[src/rtl/bus_resp_pkg.sv]
// bus_resp_pkg: shared types and constants for the 65C02 bus responder.
package bus_resp_pkg;
  typedef enum logic {IDLE, IO_WAIT} state_t;
  typedef enum logic {SRC_RAM, SRC_IO} src_t;
  localparam logic [7:0] IO_ABORT_DATA = 8'hFF;
  localparam logic [7:0] DEF_IO_PAGE = 8'hFE;
endpackage

[src/rtl/bus_resp_timer.sv]
// bus_resp_timer: counts I/O wait cycles and pulses o_expire in the MAX-th enabled cycle.
module bus_resp_timer #(
  parameter int unsigned MAX = 16
) (
  input  logic clk,
  input  logic rst_n,
  input  logic i_clr,
  input  logic i_en,
  output logic o_expire
);
  logic [7:0] r_cnt;
  always_ff @(posedge clk or negedge rst_n)
    if (!rst_n) r_cnt <= '0;
    else if (i_clr) r_cnt <= '0;
    else if (i_en) r_cnt <= r_cnt + 8'd1;
  // r_cnt holds the number of wait cycles already completed
  assign o_expire = i_en && (r_cnt == 8'(MAX - 1));
endmodule

[src/rtl/bus_resp.sv]
// bus_resp: 65C02 memory-side responder; zero-wait RAM plus one req/ack I/O page.
// Define BUS_RESP_TIMEOUT_EN to build the I/O timeout/abort path and io_err.
module bus_resp
  import bus_resp_pkg::*;
#(
  parameter logic [7:0]  IO_PAGE    = DEF_IO_PAGE,
  parameter int unsigned IO_TIMEOUT = 16
) (
  input  logic        clk,
  input  logic        rst_n,
  input  logic [15:0] AB,
  input  logic        WE,
  input  logic [7:0]  DO,
  output logic [7:0]  DB,
  output logic        RDY,
  output logic [15:0] ram_addr,
  output logic        ram_we,
  output logic [7:0]  ram_wdata,
  input  logic [7:0]  ram_rdata,
  output logic        io_req,
  output logic        io_we,
  output logic [7:0]  io_addr,
  output logic [7:0]  io_wdata,
  input  logic [7:0]  io_rdata,
  input  logic        io_ack,
  output logic        io_err,
  input  logic        err_clr
);
  state_t     r_state;
  src_t       r_src;
  logic [7:0] r_io_data;
  logic       r_boot;
  logic       w_io_hit;
  logic       w_expire;
  assign RDY       = (r_state == IDLE);
  assign w_io_hit  = RDY && (AB[15:8] == IO_PAGE);
  assign ram_addr  = AB;
  assign ram_wdata = DO;
  assign ram_we    = WE && RDY && !w_io_hit;
  // r_boot forces DB to zero until the first address cycle after reset
  assign DB = r_boot ? 8'h00 : (r_src == SRC_RAM) ? ram_rdata : r_io_data;
  always_ff @(posedge clk or negedge rst_n)
    if (!rst_n) begin
      r_state   <= IDLE;
      r_src     <= SRC_RAM;
      r_io_data <= '0;
      r_boot    <= 1'b1;
      io_req    <= 1'b0;
      io_we     <= 1'b0;
      io_addr   <= '0;
      io_wdata  <= '0;
    end else begin
      r_boot <= 1'b0;
      if (r_state == IDLE) begin
        if (w_io_hit) begin
          io_req   <= 1'b1;
          io_we    <= WE;
          io_addr  <= AB[7:0];
          io_wdata <= DO;
          r_state  <= IO_WAIT;
        end else r_src <= SRC_RAM;
      end else if (io_ack) begin
        io_req  <= 1'b0;
        if (!io_we) r_io_data <= io_rdata;
        r_src   <= SRC_IO;
        r_state <= IDLE;
      end else if (w_expire) begin
        io_req    <= 1'b0;
        r_io_data <= IO_ABORT_DATA;
        r_src     <= SRC_IO;
        r_state   <= IDLE;
      end
    end
`ifdef BUS_RESP_TIMEOUT_EN
  logic r_io_err;
  logic w_abort;
  bus_resp_timer #(.MAX(IO_TIMEOUT)) u_timer (
    .clk      (clk),
    .rst_n    (rst_n),
    .i_clr    (r_state == IDLE),
    .i_en     (r_state == IO_WAIT),
    .o_expire (w_expire)
  );
  // a late ack still wins over the expiring counter
  assign w_abort = (r_state == IO_WAIT) && !io_ack && w_expire;
  always_ff @(posedge clk or negedge rst_n)
    if (!rst_n) r_io_err <= 1'b0;
    else r_io_err <= w_abort || (r_io_err && !err_clr);
  assign io_err = r_io_err;
`else
  logic w_unused;
  assign w_expire = 1'b0;
  assign w_unused = err_clr;
  assign io_err   = 1'b0;
`endif
endmodule

[config.mk]
export PLATFORM = sky130hd
export DESIGN_NAME = bus_resp
export DESIGN_NICKNAME = d
export VERILOG_FILES = /design/src/rtl/bus_resp_pkg.sv /design/src/rtl/bus_resp_timer.sv /design/src/rtl/bus_resp.sv
export SDC_FILE = /design/constraint.sdc
export NUM_CORES = 1
export LEC_CHECK = 0
export ABC_CLOCK_PERIOD_IN_PS = 2000
export CORE_ASPECT_RATIO = 1.75
export CORE_MARGIN = 3
export CORE_UTILIZATION = 36
export DETAILED_ROUTE_END_ITERATION = 16
export PLACE_DENSITY = 0.92
export SLEW_MARGIN = 20
export SYNTH_ARGS = -nofsm -noshare
export SYNTH_HDL_FRONTEND = slang
export SYNTH_HIERARCHICAL = 1
export SYNTH_SLANG_ARGS = --single-unit
[constraint.sdc]
create_clock -name clk -period 2 [get_ports clk]
set_clock_uncertainty 0.2 [all_clocks]
set_input_delay 0.4 -clock clk [delete_from_list [all_inputs] [get_ports clk]]
set_output_delay 0.4 -clock clk [all_outputs]
set_load 0.02 [all_outputs]
==> run summary, run 1 <==
r2r worst-path depth: 4
DRT iter0 DRCs: 6
met2 Use GR: 29.6%
sequential share of the synthesized area: 48.3%
Num Clock Sinks: 29
largest net degree at the start of global routing: 30
hold_buf cts: 0
clk root buf: clkbuf_8
CTS H-tree lvls: 2
dpl cell area: 2400 sq um
worst hold slack: 301 ps
drt via density: 4.57
Worst setup EP type: output pin
via count: 1143
Hold WC Path Type: input port to asynchronous set/reset pin
Reg-to-Reg End: r_io_data[6]
Vert. Die Dim: 91.5 um
TritonCTS clock tree: built
CTS buffer count: 5
Netlist cell types: 21
initial antenna violation count: 0
Core Area: 3940 sq um
Async S/R FF share, synth: 100%
critical path's largest stage delay: 390 ps
DRC Markers: 0
Max-Cap Viols: 0
initial core utilization: 38.2%
CP required: 1400 ps
setup TNS: 0 ps
CP Max Fanout: 5
std cell rows: 30
grt ovf: 0
GRT Total Usage: 16.0%
CP top delay family: buffers and inverters
die area: 5020 sq um
Longest Clk Path Bufs: 2
minimum clock period: 1940 ps
# setup viols final: 0
Worst Path Arrival: 1340 ps
Post-DRT Antenna Nets: 0
RSZ-0062 raised after global routing: false
Leak: 0.00123 uW
synth warn: 6
synth top area cells: dfrtp_1 (47%), mux2_4 (17%), buf_4 (12%)
io pins: 98
Area Overhead vs Synth: 64.1%
GR peak layer: met2
maximum clock rate: 517 MHz
R2R Setup Slk: 330 ps
critical path's slowest cell: dfrtp_2
pwr dens: 613 nW/um^2
clock transition at the registers of the reported paths: 60 ps
Filler cells: 327
final hold violations: 0
DP HPWL: 3.00 mm
pre-CTS WS: -598 ps
CP Buf/Inv Count: 2
vias in the first global route: 1259
wire per inst: 15.0 um
Final #Nets: 246
dominant cell type by area after synthesis: dfrtp_1
diode count: 0
crit share post-route: 96.8%
first-pass GRT wire length: 5.71 mm
CP cell instances: buf_4 > mux2i_1 > nor2_1 > clkdlybuf4s15_1
share of layout cells above drive strength 1: 31.7%
FF-to-FF Start: r_state
Synth top area share: 46.6%
final worst setup slack: 64.6 ps
final WL: 3.76 mm
met1 Use GR: 15.2%
dominant synthesized flop cell: dfrtp_1
synthesized area: 1500 sq um
Cells after Synth: 114
EDFF count, synth: 0
met3 usage: 4.76%
DR pass1 iterations: 4
sequential standard cell area: 728 sq um
Worst VDD drop: 0.000503 V
post-layout instance area: 2470 sq um
Setup crit start kind: flop
status: completed
multi-input logic area: 552 sq um
Crit Path Class: flop to output pin
worst-skew pair later-pin latency: 270 ps
Avg Cell Area, Syn: 13.2 sq um
final RePlAce weighted congestion: 0.708
Slew Limit Fails: 0
IO buf count: 95
die width: 54.9 um
Seq cells post-synth: 29
-- power breakdown --
part           internal, uW  leakage [uW]  switching (uW)  total [uW]
logic                   222      0.000807             159         381
clock network           239     0.0000439             221         461
registers               639      0.000379            31.3         670
-- worst max path at each step --
stage | startpoint | endpoint | slack [ps] | cells after the start
floorplan | AB[8] | io_addr[0] | 260 | 5
global placement | AB[8] | ram_we | -610 | 5
detailed placement | AB[8] | ram_we | -600 | 5
CTS | AB[8] | ram_we | -100 | 5
global route | r_src | DB[2] | 6 | 4
finish | r_src | DB[2] | 60 | 4
-- worst register-to-register path: stages, from the launching register on --
cell,delay [ps]
dfrtp_1,370
buf_4,140
inv_2,40
or3_4,470
mux2_4,330
-- cells in the mapped netlist (all sizes together) (2+ instances only) --
| cell | number |
|---|---|
| buf | 30 |
| dfrtp | 28 |
| mux2 | 25 |
| nor2 | 9 |
| mux2i | 8 |
| a21oi | 3 |
| inv | 2 |
-- flip-flops by register name, indices dropped and copies added, names as in the netlist --
register   count
io_addr        8
io_req         1
io_wdata       8
io_we          1
r_boot         1
r_io_data      8
r_src          1
r_state        1
-- final cells by class --
class	instances	area share [%]
inverters	2	0.304
well taps	48	2.43
flip-flops and latches	29	29.5
multi-input cells	54	22.4
clock buffers	5	2.79
repair buffers	109	41.9
clock inverters	3	0.710
-- routing by layer --
metal | wire length, um | up-vias
li1 | - | 535
met1 | 1200 | 553
met2 | 2250 | 51
met3 | 274 | 4
met4 | 38 | 0
met5 | 0 | -
-- timing repair --
item / CTS / global route
gates resized for setup: 41 / 25
setup buffers: 3 / 0
endpoints found under the setup margin: 34 / 20
pin swaps: 2 / 4
-- per-stage QoR --
| step | cells | utilization, % | power (uW) |
|---|---|---|---|
| 6_report | 250 | 62.6 | 1510 |
| 5_1_grt | 250 | 62.6 | 1590 |
| 4_1_cts | 250 | 62.6 | 1530 |
| 3_5_place_dp | 239 | 60.8 | 1090 |
| 3_3_place_gp | 239 | 60.8 | 1080 |
| 2_1_floorplan | 115 | - | 872 |
-- kinds of logic after synthesis --
family          after synthesis  share of synthesized area (%)
mux                          33                           28.3
buf+inv                      32                           15.8
flops                        29                           48.3
simple gates                 14                           5.16
compound gates                5                           2.16
other cells                   1                          0.249
-- layout by cell type, fill, tap and decap left out --
cell,count
nor2_1,9
mux2_4,17
a21oi_1,2
mux2_2,8
dfrtp_2,1
buf_4,11
and3_2,1
clkinv_2,2
clkdlybuf4s15_1,1
a21o_2,1
clkdlybuf4s50_1,53
clkbuf_8,5
dfstp_2,1
inv_1,1
dfrtp_1,27
and2_4,1
or3_4,1
buf_12,2
inv_2,1
a21oi_2,1
clkinvlp_4,1
and4b_1,1
o2bb2ai_1,1
dlymetal6s2s_1,8
mux2i_1,8
buf_2,1
and4_4,1
conb_1,2
clkbuf_2,7
buf_6,1
dlygate4sd2_1,25
No activity file was read; power rests on OpenSTA's default activity.
==> run 2, diff against run 1 <==
ABC_AREA = 1   (was default)
CORE_UTILIZATION = 37   (was 36)
CTS_CLUSTER_SIZE = 12   (was default)
==> run summary, run 2 <==
Post-CTS Setup Inserts: 0 (-3)
Comb pwr share: 26.2% (+1.0 points)
DRC Markers: 0 (unchanged)
Seq cells post-synth: 29 (unchanged)
Worst Path Arrival: 1340 ps (about the same)
dominant synthesized flop cell: dfrtp_1
R2R Setup Slk: 540 ps (+210 ps)
Post-DRT Antenna Nets: 0 (unchanged)
initial core utilization: 39.6% (+1.4 points)
final RePlAce weighted congestion: 0.803 (+13%)
Sw Ratio: 27.6% (+0.35 points)
CP Max Fanout: 1 (-4)
post-route insts no fill: 324 (+30%)
Filler cells: 319 (-2.4%)
Clk pwr share: 31.9% (+1.4 points)
Core Area: 4020 sq um (+1.9%)
DP HPWL: 3.39 mm (+13%)
Worst VDD drop: 0.000639 V (+27%)
synthesized area: 1590 sq um (+5.7%)
clk root buf: clkbuf_8
Max-Cap Viols: 0 (unchanged)
Vert. Die Dim: 92.7 um (+1.3%)
Num Clock Sinks: 29 (unchanged)
top flop regs: io_addr (8), io_wdata (8), r_io_data (8)
worst setup path start: ram_rdata[1]
worst hold slack: 272 ps (-28.5 ps)
Leak: 0.00140 uW (+14%)
dominant cell type by area after synthesis: dfrtp_1
commonest non-fill, non-tap cell in the layout: nand2_1
EDFF count, synth: 0 (unchanged)
maximum clock rate: 517 MHz (about the same)
setup TNS: 0 ps (unchanged)
minimum clock period: 1940 ps (-0.381 ps)
std cell rows: 30 (unchanged)
CTS H-tree lvls: 2 (unchanged)
crit share post-route: 96.8% (about the same)
largest net degree at the start of global routing: 30 (unchanged)
TritonCTS clock tree: built
grt ovf: 0 (unchanged)
Reg-to-Reg End: io_addr[0]
die area: 5150 sq um (+2.6%)
initial antenna violation count: 0 (unchanged)
worst-skew pair later-pin latency: 270 ps (about the same)
top cells by count, synth: nand2_1 (64), dfrtp_1 (28), buf_4 (25)
first-pass GRT wire length: 7.14 mm (+25%)
r2r worst-path depth: 5 (+1)
share of layout cells above drive strength 1: 19.9% (-12 points)
hold_sp: io_addr[6]
Netlist cell types: 19 (-9.5%)
vias in the first global route: 1593 (+27%)
pre-CTS WS: -540 ps (+58.3 ps)
Setup crit start kind: input port
Seq pwr share: 42.0% (-2.3 points)
sequential share of the synthesized area: 45.7% (-2.6 points)
Slew Limit Fails: 0 (unchanged)
Async S/R FF share, synth: 100% (unchanged)
Area Overhead vs Synth: 63.6%
commonest cells after routing, fill and taps aside: nand2_1 (62), clkdlybuf4s50_1 (53), dfrtp_1 (28)
final WL: 4.32 mm (+15%)
Avg Cell Area, Syn: 8.59 sq um (-35%)
final hold violations: 0 (unchanged)
Hold Path Stages: 2
Synth top area share: 44.1% (-2.5 points)
FF-to-FF Start: r_state
synth top area cells: dfrtp_1 (44%), nand2_1 (15%), buf_4 (12%)
status: completed
synth warn: 6 (unchanged)
final worst setup slack: 65.0 ps (+0.381 ps)
Crit Path Class: input port to output pin
RSZ-0062 raised after global routing: false
pwr dens: 622 nW/um^2 (+1.6%)
CTS buffer count: 5 (unchanged)
Longest Clk Path Bufs: 2 (unchanged)
wire per inst: 13.3 um (-11%)
DR pass1 iterations: 4 (unchanged)
hold path endpoint: io_addr[6]
dpl cells: 316 (+32%)
clock transition at the registers of the reported paths: 60 ps (about the same)
diode count: 0 (unchanged)
IO buf count: 95 (unchanged)
CP required: 1400 ps (about the same)
Worst setup EP type: output pin
hold_buf cts: 0 (unchanged)
Cells after Synth: 185 (+62%)
drt via density: 4.60 (+0.72%)
# setup viols final: 0 (unchanged)
GRT Total Usage: 17.3% (+1.3 points)
internal power: 1170 uW (+6.5%)
io pins: 98 (unchanged)
Final #Nets: 320 (+30%)
DRT iter0 DRCs: 56 (+50)
count leader, synth: nand2_1
Hold WC Path Type: flop to flop
die width: 55.5 um (+1.2%)
via count: 1492 (+31%)
Psw: 446 uW (+8.4%)
run 2: cell count changes after synthesis, sizes merged, moves of 6 or more:
cell | before | now
a21oi | 3 | 9
inv | 2 | 14
mux2 | 25 | 0
mux2i | 8 | 0
nand2 | 0 | 67
nand4 | 0 | 17
nor2 | 9 | 3
o21ai | 0 | 9
run 2: per-stage QoR:
step | cell area, sq um | utilization, % | total power (uW)
2_1_floorplan | 1590 | - | 899
3_3_place_gp | 2520 | 62.9 | 1130
3_5_place_dp | 2520 | 62.9 | 1140
4_1_cts | 2590 | 64.5 | 1650
5_1_grt | 2600 | 64.7 | 1710
6_report | 2600 | 64.7 | 1620
run 2: worst max-delay path by stage:
| stage | to | slack [ps] | depth (start not counted) |
|---|---|---|---|
| 2_1_floorplan | DB[0] | 340 | 4 |
| 3_3_place_gp | ram_we | -450 | 8 |
| 3_5_place_dp | ram_we | -540 | 7 |
| 4_1_cts | ram_we | -80 | 7 |
| 5_1_grt | DB[6] | 6 | 4 |
| 6_report | DB[1] | 60 | 4 |
run 2: power groups by stage:
stage	Clock, uW	Sequential [uW]	Combinational (uW)
after floorplan	0	722	177
after global placement	0	686	445
after detailed placement	0	689	454
after CTS	533	679	433
after global routing	564	685	458
final	515	679	423
run 2: critical path, stage by stage:
cell and delay, ps:
clkdlybuf4s50_1 460, nand2_1 50, a21oi_1 140, clkdlybuf4s15_2 280
run 2: repair_timing:
action	CTS	global route
pin swaps	0	4
gates resized for setup	44	19
setup endpoints to repair	34	9
run 2: metal layers:
| layer | track usage, % | routed length [um] | vias to the layer above |
|---|---|---|---|
| li1 | - | - | 744 |
| met1 | 16.6 | 1410 | 671 |
| met2 | 32.9 | 2520 | 68 |
| met3 | 4.46 | 281 | 9 |
| met4 | 8.72 | 108 | 0 |
| met5 | 0 | 0 | - |
run 2: layout make-up:
cell class / count / area [sq um] / share of cell area [%]
Clock buffer: 7 / 96.3 / 3.71
Clock inverter: 1 / 5.00 / 0.192
Inverter: 14 / 52.6 / 2.02
Multi-Input combinational cell: 109 / 569 / 21.9
Sequential cell: 29 / 727 / 28.0
Tap cell: 48 / 60.1 / 2.31
Timing Repair Buffer: 116 / 1090 / 41.9
run 2: kinds of logic (layout without fill, tap and decap cells):
group	count (synthesis)	after routing	share of synthesized area (%)
buf+inv	48	138	19.0
compound gates	18	18	7.80
flops	29	29	45.7
other cells	1	2	0.236
simple gates	89	89	27.2
==> run 3, diff against run 2 <==
CORE_MARGIN = 2   (was 3)
==> run summary, run 3 (synthesis gave the netlist of run 2 again) <==
status: completed
met2 Use GR: 36.2% (+3.3 points)
DR pass1 iterations: 4 (unchanged)
commonest non-fill, non-tap cell in the layout: nand2_1
crit share post-route: 96.3% (-0.42 points)
Reg-to-Reg End: io_addr[0]
pwr dens: 608 nW/um^2 (-2.3%)
std cell rows: 31 (+3.3%)
Final Power: 1550 uW (-4.0%)
worst hold slack: 270 ps (-1.98 ps)
CP cell instances: clkdlybuf4s50_1 > nand2_1 > a21oi_1 > clkdlybuf4s15_1
initial core utilization: 38.3% (-1.3 points)
hold path endpoint: io_wdata[2]
critical path's slowest cell: clkdlybuf4s50_1
multi-input logic area: 572 sq um (+0.44%)
die area: 4860 sq um (-5.7%)
Num Clock Sinks: 29 (unchanged)
r2r worst-path depth: 5 (unchanged)
GRT Total Usage: 19.0% (+1.7 points)
diode count: 0 (unchanged)
io pins: 98 (unchanged)
DRT iter0 DRCs: 25 (-55%)
Hold WC Path Type: flop to flop
minimum clock period: 1930 ps (-8.41 ps)
Vert. Die Dim: 90.7 um (-2.2%)
Crit Path Class: input port to output pin
Worst Path Arrival: 1330 ps (about the same)
share of layout cells above drive strength 1: 20.4% (+0.44 points)
CP Max Fanout: 1 (unchanged)
Slew Limit Fails: 0 (unchanged)
die width: 53.5 um (-3.6%)
R2R Setup Slk: 480 ps (-60 ps)
met1 Use GR: 17.4% (+0.80 points)
drt via density: 4.67 (+1.4%)
RSZ-0062 raised after global routing: false
sequential standard cell area: 727 sq um (unchanged)
Final #Nets: 319 (-0.31%)
FF-to-FF Start: r_state
DRC Markers: 0 (unchanged)
Longest Clk Path Bufs: 2 (unchanged)
wire per inst: 13.2 um (-0.76%)
clock transition at the registers of the reported paths: 60 ps (about the same)
vias in the first global route: 1557 (-2.3%)
Hold Path Stages: 2 (unchanged)
Worst VDD drop: 0.000427 V (-33%)
pre-CTS WS: -532 ps (+8.08 ps)
Leak: 0.00137 uW (-2.1%)
Setup crit start kind: input port
hold_sp: io_wdata[2]
CP required: 1400 ps (about the same)
Post-DRT Antenna Nets: 0 (unchanged)
clk root buf: clkbuf_8
DP HPWL: 3.31 mm (-2.4%)
met3 usage: 4.80% (+0.34 points)
TritonCTS clock tree: built
top flop regs: io_addr (8), io_wdata (8), r_io_data (8)
GR peak layer: met2
# setup viols final: 0 (unchanged)
final WL: 4.29 mm (-0.76%)
Filler cells: 369 (+16%)
CTS H-tree lvls: 2 (unchanged)
IO buf count: 95 (unchanged)
grt ovf: 0 (unchanged)
Worst setup EP type: output pin
final worst setup slack: 73.4 ps (+8.41 ps)
maximum clock rate: 519 MHz (+0.44%)
critical path's largest stage delay: 460 ps (about the same)
largest net degree at the start of global routing: 30 (unchanged)
initial antenna violation count: 0 (unchanged)
Max-Cap Viols: 0 (unchanged)
worst-skew pair later-pin latency: 270 ps (about the same)
commonest cells after routing, fill and taps aside: nand2_1 (61), clkdlybuf4s50_1 (53), dfrtp_1 (28)
final hold violations: 0 (unchanged)
final RePlAce weighted congestion: 0.738 (-8.1%)
Area Overhead vs Synth: 60.9%
CTS buffer count: 5 (unchanged)
via count: 1513 (+1.4%)
Core Area: 4150 sq um (+3.3%)
hold_buf cts: 0 (unchanged)
Post-CTS Setup Inserts: 0 (unchanged)
first-pass GRT wire length: 6.81 mm (-4.6%)
-- run 3: layout make-up --
class | instances | area share, %
timing repair buffer | 115 | 41.4
sequential | 29 | 28.4
multi-input combinational | 109 | 22.4
clock buffer | 5 | 2.69
tap | 49 | 2.40
inverter | 14 | 2.06
clock inverter | 3 | 0.685
-- run 3: critical path, delay by kind of cell --
kind | cells | cell delay [ps]
buffers and inverters | 2 | 770
AOI/OAI and AO/OA | 1 | 110
and+or+nand+nor | 1 | 50
-- run 3: repair_timing --
| item | 4_1_cts | 5_1_grt |
|---|---|---|
| endpoints found under the setup margin | 34 | 9 |
| resized for setup | 44 | 22 |
| pin swaps | 1 | 6 |
-- run 3: metrics by stage --
stage	cells	TNS, ps	area, sq um	util, %
floorplan	186	0	1590	-
global placement	316	-6080	2520	60.7
detailed placement	316	-7320	2520	60.7
CTS	324	-55.7	2560	61.8
global route	324	0	2560	61.6
finish	324	0	2560	61.6
-- run 3: worst max path at each step --
stage,cells after the start,to,slack [ps],from
after floorplan,4,DB[0],340,r_src
after global placement,8,ram_we,-500,AB[8]
after detailed placement,8,ram_we,-530,AB[8]
after CTS,8,ram_we,-60,AB[8]
after global routing,4,DB[5],0.7,r_src
final,4,DB[5],70,ram_rdata[5]
-- run 3: power breakdown --
part,switching (uW),total [uW],leakage [uW],internal [uW]
Clock,216,456,0.0000439,239
Sequential,33.0,680,0.000386,647
Combinational,206,419,0.000938,213
-- run 3: layer usage --
layer,routed length (um),share of wire (%),vias up
met5,0,0,-
met4,63,1.5,0
met3,275,6.4,4
met2,2570,60,61
met1,1380,32,707
li1,-,-,741
